--- src/rtl/servo_pwm_gen_pkg.sv ---
// Shared servo PWM constants and the IDLE/RUN state type.
package servo_pwm_gen_pkg;

   localparam int unsigned ServoPwmBits     = 16;
   localparam int unsigned ServoPwmPeriod   = 20000;
   localparam int unsigned ServoPwmPrescale = 50;
   localparam int unsigned ServoPwmMinOn    = 1000;
   localparam int unsigned ServoPwmMaxOn    = 2000;

   typedef enum logic [0:0] {
      StIdle,
      StRun
   } ServoPwmState_t;

endpackage

--- src/rtl/servo_pwm_tick_gen.sv ---
// Prescaler: counts 0..PRESCALE-1 and flags the last count as tick; clr holds it at 0.
module servo_pwm_tick_gen
   import servo_pwm_gen_pkg::*;
#(
   parameter int unsigned PRESCALE = ServoPwmPrescale
) (
   input  logic clk,
   input  logic reset,
   input  logic clr,
   output logic tick
);

   localparam int unsigned CntW = (PRESCALE > 1) ? $clog2(PRESCALE) : 1;
   localparam logic [CntW-1:0] PreMax = CntW'(PRESCALE - 1);

   logic [CntW-1:0] pre_cnt_q, pre_cnt_d;

   assign tick = (pre_cnt_q == PreMax);

   always_comb begin
      pre_cnt_d = pre_cnt_q;
      if (clr || tick) begin
         pre_cnt_d = '0;
      end else begin
         pre_cnt_d = pre_cnt_q + 1'b1;
      end
   end

   always_ff @(posedge clk or negedge reset) begin
      if (!reset) begin
         pre_cnt_q <= '0;
      end else begin
         pre_cnt_q <= pre_cnt_d;
      end
   end

endmodule

--- src/rtl/servo_pwm_gen.sv ---
// Servo PWM generator: prescaled frame counter, per-frame shadowed on-time, registered output.
// Define SERVO_PWM_CLAMP_EN to clamp the sampled on-time into [MIN_ON, MAX_ON].
module servo_pwm_gen
   import servo_pwm_gen_pkg::*;
#(
   parameter int unsigned PWM_BITS = ServoPwmBits,
   parameter int unsigned PRESCALE = ServoPwmPrescale,
   parameter int unsigned PERIOD   = ServoPwmPeriod,
   parameter int unsigned MIN_ON   = ServoPwmMinOn,
   parameter int unsigned MAX_ON   = ServoPwmMaxOn
) (
   input  logic                clk,
   input  logic                reset,
   input  logic                en,
   input  logic [PWM_BITS-1:0] on_time,
   output logic                pwm_out,
   output logic                frame_start,
   output logic [PWM_BITS-1:0] active_on_time
);

   localparam logic [PWM_BITS-1:0] FrmMax = PWM_BITS'(PERIOD - 1);

   ServoPwmState_t      state_q, state_d;
   logic [PWM_BITS-1:0] frm_cnt_q, frm_cnt_d;
   logic [PWM_BITS-1:0] shadow_q, shadow_d;
   logic [PWM_BITS-1:0] load_val;
   logic                pwm_q, pwm_d;
   logic                fs_q, fs_d;
   logic                tick, running, wrap;

`ifdef SERVO_PWM_CLAMP_EN
   localparam logic [PWM_BITS-1:0] MinOn = PWM_BITS'(MIN_ON);
   localparam logic [PWM_BITS-1:0] MaxOn = PWM_BITS'(MAX_ON);

   always_comb begin
      load_val = on_time;
      if (on_time < MinOn) begin
         load_val = MinOn;
      end else if (on_time > MaxOn) begin
         load_val = MaxOn;
      end
   end
`else
   assign load_val = on_time;
`endif

   assign running = (state_q == StRun) && en;
   assign wrap    = running && tick && (frm_cnt_q == FrmMax);

   servo_pwm_tick_gen #(
      .PRESCALE(PRESCALE)
   ) u_tick_gen (
      .clk  (clk),
      .reset(reset),
      .clr  (!running),
      .tick (tick)
   );

   always_comb begin
      state_d   = state_q;
      frm_cnt_d = frm_cnt_q;
      shadow_d  = shadow_q;
      pwm_d     = 1'b0;
      fs_d      = 1'b0;

      case (state_q)
         StIdle: if (en) state_d = StRun;
         StRun:  if (!en) state_d = StIdle;
         default: state_d = StIdle;
      endcase

      if (!running) begin
         frm_cnt_d = '0;
      end else if (tick) begin
         frm_cnt_d = wrap ? '0 : frm_cnt_q + 1'b1;
      end

      // Shadow tracks on_time continuously while idle, so a fresh start uses the latest request.
      if ((state_q == StIdle) || !en || wrap) begin
         shadow_d = load_val;
      end

      pwm_d = running && (frm_cnt_q < shadow_q);
      fs_d  = en && ((state_q == StIdle) || wrap);
   end

   always_ff @(posedge clk or negedge reset) begin
      if (!reset) begin
         state_q   <= StIdle;
         frm_cnt_q <= '0;
         shadow_q  <= '0;
         pwm_q     <= 1'b0;
         fs_q      <= 1'b0;
      end else begin
         state_q   <= state_d;
         frm_cnt_q <= frm_cnt_d;
         shadow_q  <= shadow_d;
         pwm_q     <= pwm_d;
         fs_q      <= fs_d;
      end
   end

   assign pwm_out        = pwm_q;
   assign frame_start    = fs_q;
   assign active_on_time = shadow_q;

endmodule
--- config.mk ---
export PLATFORM = sky130hd
export DESIGN_NAME = servo_pwm_gen
export DESIGN_NICKNAME = d
export VERILOG_FILES = /design/src/rtl/servo_pwm_gen_pkg.sv /design/src/rtl/servo_pwm_tick_gen.sv /design/src/rtl/servo_pwm_gen.sv
export SDC_FILE = /design/constraint.sdc
export NUM_CORES = 1
export LEC_CHECK = 0
export ABC_AREA = 1
export CAP_MARGIN = 20
export CORE_MARGIN = 2
export CORE_UTILIZATION = 45
export CTS_BUF_LIST = sky130_fd_sc_hd__clkbuf_4 sky130_fd_sc_hd__clkbuf_8
export CTS_CLUSTER_DIAMETER = 50
export DETAILED_ROUTE_END_ITERATION = 7
export PLACE_DENSITY = 0.76
export SLEW_MARGIN = 20
export SYNTH_ARGS = -nofsm -noshare
export SYNTH_HDL_FRONTEND = slang
export SYNTH_SLANG_ARGS = --single-unit
--- constraint.sdc ---
create_clock -name clk -period 2.4 [get_ports clk]
set_input_delay 0.36 -clock clk [delete_from_list [all_inputs] [get_ports clk]]
set_output_delay 0.36 -clock clk [all_outputs]
set_load 0.005 [all_outputs]
==> flow_metrics.py <==
metrics = {
    "synthesis": {
        "synth_fa_ha_area_frac": 0.09023,
        "synth-simple-area-share": 0.2752,
        "yosys.area.top_type": "dfrtp_1",
        "seq_area_frac_synth": 0.4110,
        "synth_area_leaders": "dfrtp_1 41%, ha_1 9.0%, nand2_1 8.9%",
        "synth-compound-area-share": 0.1008,
        "synth_seq_cells": 41,
        "yosysWarnings": 0,
        "synth_xor_area_frac": 0.02105,
        "syn_inst": 298,
        "synth_top_area_frac": 0.4110,
        "synth_nets": 335,
        "synth_mux_area_frac": 0,
        "synth_area_per_cell_sq_um": 8.376,
        "netlist_area_sq_um": 2496,
        "synth_cell_types": 30,
        "synth_top_family_by_area": "simple AND/OR/NAND/NOR gates",
    },
    "sta": {
        "fin_skew_ns": 0.006255,
        "slew_viol_final": 0,
        "finalCriticalPeriod_ns": 1.689,
        "hold_viol": 0,
        "tightest_slew_ns": 0.9259,
        "final.setup.tns_ns": 0,
        "whs_ns": 0.2003,
        "fin_crit_sh": 0.7039,
        "setup_viol": 0,
        "max_clock_freq_mhz": 592.0,
        "worst_slew_margin_rel": 0.3827,
        "rsz0062_at_grt": "no",
    },
    "route": {
        "ant_nets": 0,
        "route.vias.total": 1990,
        "drtIter0Drc": 109,
        "wl_per_cell_um": 11.68,
        "wirelength_um": 4790,
        "remaining_drc_errors": 0,
        "vias_per_cell": 4.854,
        "dr.pass1.iters": 4,
    },
    "pwr": {
        "switching_share": 0.2606,
        "p_sw_uw": 367.5,
        "p_seq_frac": 0.521,
        "p_leak_uw": 0.001452,
        "power_frac_comb": 0.157,
        "p_int_uw": 1043,
        "clock_power_share": 0.322,
        "vdd_drop_max_uv": 288.9,
        "p_per_area_nw_per_um2": 473.1,
    },
    "critical_path": {
        "cp-end-kind": "flip-flop",
        "start_kind": "flip-flop",
        "path_class": "reg2reg",
        "r2r_setup_slack_ns": 0.71,
        "rr_worst_depth": 11,
        "crit_path_max_fanout": 22,
        "critical_path_arrival_ns": 1.88,
        "r2r-start": "u_tick_gen.pre_cnt_q[1]",
        "regToRegEndpoint": "frm_cnt_q[11]",
        "cp.required_ns": 2.59,
    },
    "floorplanning": {
        "rows": 27,
        "die-area_sq_um": 6159,
        "die_w_um": 78.48,
        "io_pins": 37,
        "start_util": 0.4589,
        "core_area_sq_um": 5439,
        "die_y_um": 78.48,
    },
    "global_routing": {
        "grt_pass1_vias": 1926,
        "grt_usage": 0.1742,
        "grt_pass1_wl_um": 8480,
        "antenna_found_initial": 0,
        "grt_max_degree": 42,
        "grt_overflow_total": 0,
    },
    "clock_tree": {
        "worstSkewPairLatency_ns": 0.30,
        "cts_tree": "built",
        "postCtsSetupBuffers": 0,
        "clkTransAtPathRegs_ns": 0.08,
        "cts_resized": 0,
        "cts_root_buf": "clkbuf_8",
        "ctsHoldBuffers": 0,
        "cts.sinks": 41,
        "cts_buffer_depth": 2,
        "cts_made_buffers": 5,
        "cts_max_level": 2,
    },
    "placed_design": {
        "dp_hpwl_um": 3589,
        "io_buffers": 36,
        "gp_congestion": 0.8694,
    },
    "layout": {
        "seq_area_sq_um": 1026,
        "multi_input_area_sq_um": 1216,
        "drive_gt1_frac": 0.1834,
        "diodes": 0,
        "fillers": 498,
        "area_growth_pct": 19.45,
        "nets": 374,
        "postLayoutCoreUtil": 0.5482,
    },
    "status": {
        "status": "complete, no violations",
    },
    "job": {
        "cap_violations": 0,
    },
    "worst_hold_path": {
        "hold_class": "in2async",
    },
}
[area by class of cell]
cell class,instances,share of cell area
clock buffers,6,0.02560
clock inverters,2,0.003357
inverters,44,0.05623
multi-input cells,207,0.4079
flip-flops and latches,41,0.3441
well taps,72,0.03021
repair buffers,38,0.1326
[kinds of logic after synthesis]
kind of cell               Yosys count
AOI/OAI and AO/OA                   37
and+or+nand+nor                    146
adders and majority gates           18
buffers and inverters               50
xor gates and xnor gates             6
DFF                                 41
[registers in the layout, summed over array words and instances, names as in the netlist]
signal,flops
state_q,1
active_on_time,16
u_tick_gen.pre_cnt_q,6
frame_start,1
pwm_out,1
frm_cnt_q,16
[synth_stat cells, drive strengths merged]
cell type	n
nand3	11
o21ai	24
xor2	6
nand2	79
nor2	42
ha	18
nor3	4
dfrtp	41
buf	6
a21boi	1
nor4	1
a21oi	9
o21bai	2
nand4	9
a211oi	1
inv	44
[worst max path at each step]
stage | start | slack [ns] | cells past startpoint | end
6_report | u_tick_gen.pre_cnt_q[1] | 0.71 | 11 | frm_cnt_q[11]
5_1_grt | u_tick_gen.pre_cnt_q[1] | 0.43 | 11 | frm_cnt_q[11]
4_1_cts | u_tick_gen.pre_cnt_q[1] | 0.70 | 11 | frm_cnt_q[11]
3_5_place_dp | en | 0.42 | 9 | frm_cnt_q[7]
3_3_place_gp | en | 0.46 | 10 | active_on_time[10]
2_1_floorplan | u_tick_gen.pre_cnt_q[1] | 1.02 | 10 | frm_cnt_q[0]
[metal layers]
layer  wire length [um]  GRT usage  up-vias
li1                   -          -     1029
met1               2170     0.2147      904
met2               2273     0.2897       48
met3                242    0.03908        9
met4                103    0.08246        0
met5                  0          0        -
[placed cells by master (no fill, tap or decap), drive strengths merged]
| cell | netlist | layout |
|---|---|---|
| inv | 44 | 44 |
| nand3 | 11 | 11 |
| nand4 | 9 | 9 |
| nor4 | 1 | 1 |
| a211oi | 1 | 1 |
| a21boi | 1 | 1 |
| nor3 | 4 | 4 |
| xor2 | 6 | 6 |
| nor2 | 42 | 42 |
| buf | 6 | 3 |
| o21bai | 2 | 2 |
| clkinv | 0 | 2 |
| nand2 | 79 | 79 |
| o21ai | 24 | 24 |
| a21oi | 9 | 9 |
| dfrtp | 41 | 41 |
| ha | 18 | 18 |
| clkdlybuf4s50 | 0 | 35 |
| clkbuf | 0 | 6 |
[power groups by stage]
stage          registers (uW)  logic [uW]  clock network, uW
6_report                  735         221                454
5_1_grt                   740         250                499
4_1_cts                   736         226                472
3_5_place_dp              749         224                  0
3_3_place_gp              749         220                  0
2_1_floorplan             751         114                  0
[worst max-delay path, cell delays in order, from the launching register on]
cell and delay, ns:
dfrtp_1 0.40, inv_1 0.06, ha_1 0.13, inv_1 0.04, nor2_1 0.12, nand2_1 0.08
nand2_2 0.35, nand3_1 0.17, nand2_1 0.09, inv_1 0.04, nor2_1 0.07, nor2_1 0.04
[per-stage QoR]
stage	power (uW)	instances	cell area, sq um	setup slack (ns)
2_1_floorplan	865.0	298	2496	1.022
3_3_place_gp	968.4	402	2895	0.4641
3_5_place_dp	973.9	402	2895	0.4189
4_1_cts	1434	410	2982	0.6958
5_1_grt	1488	410	2982	0.4299
6_report	1411	410	2982	0.7107
Note: power is estimated with default switching activity, not from simulation.
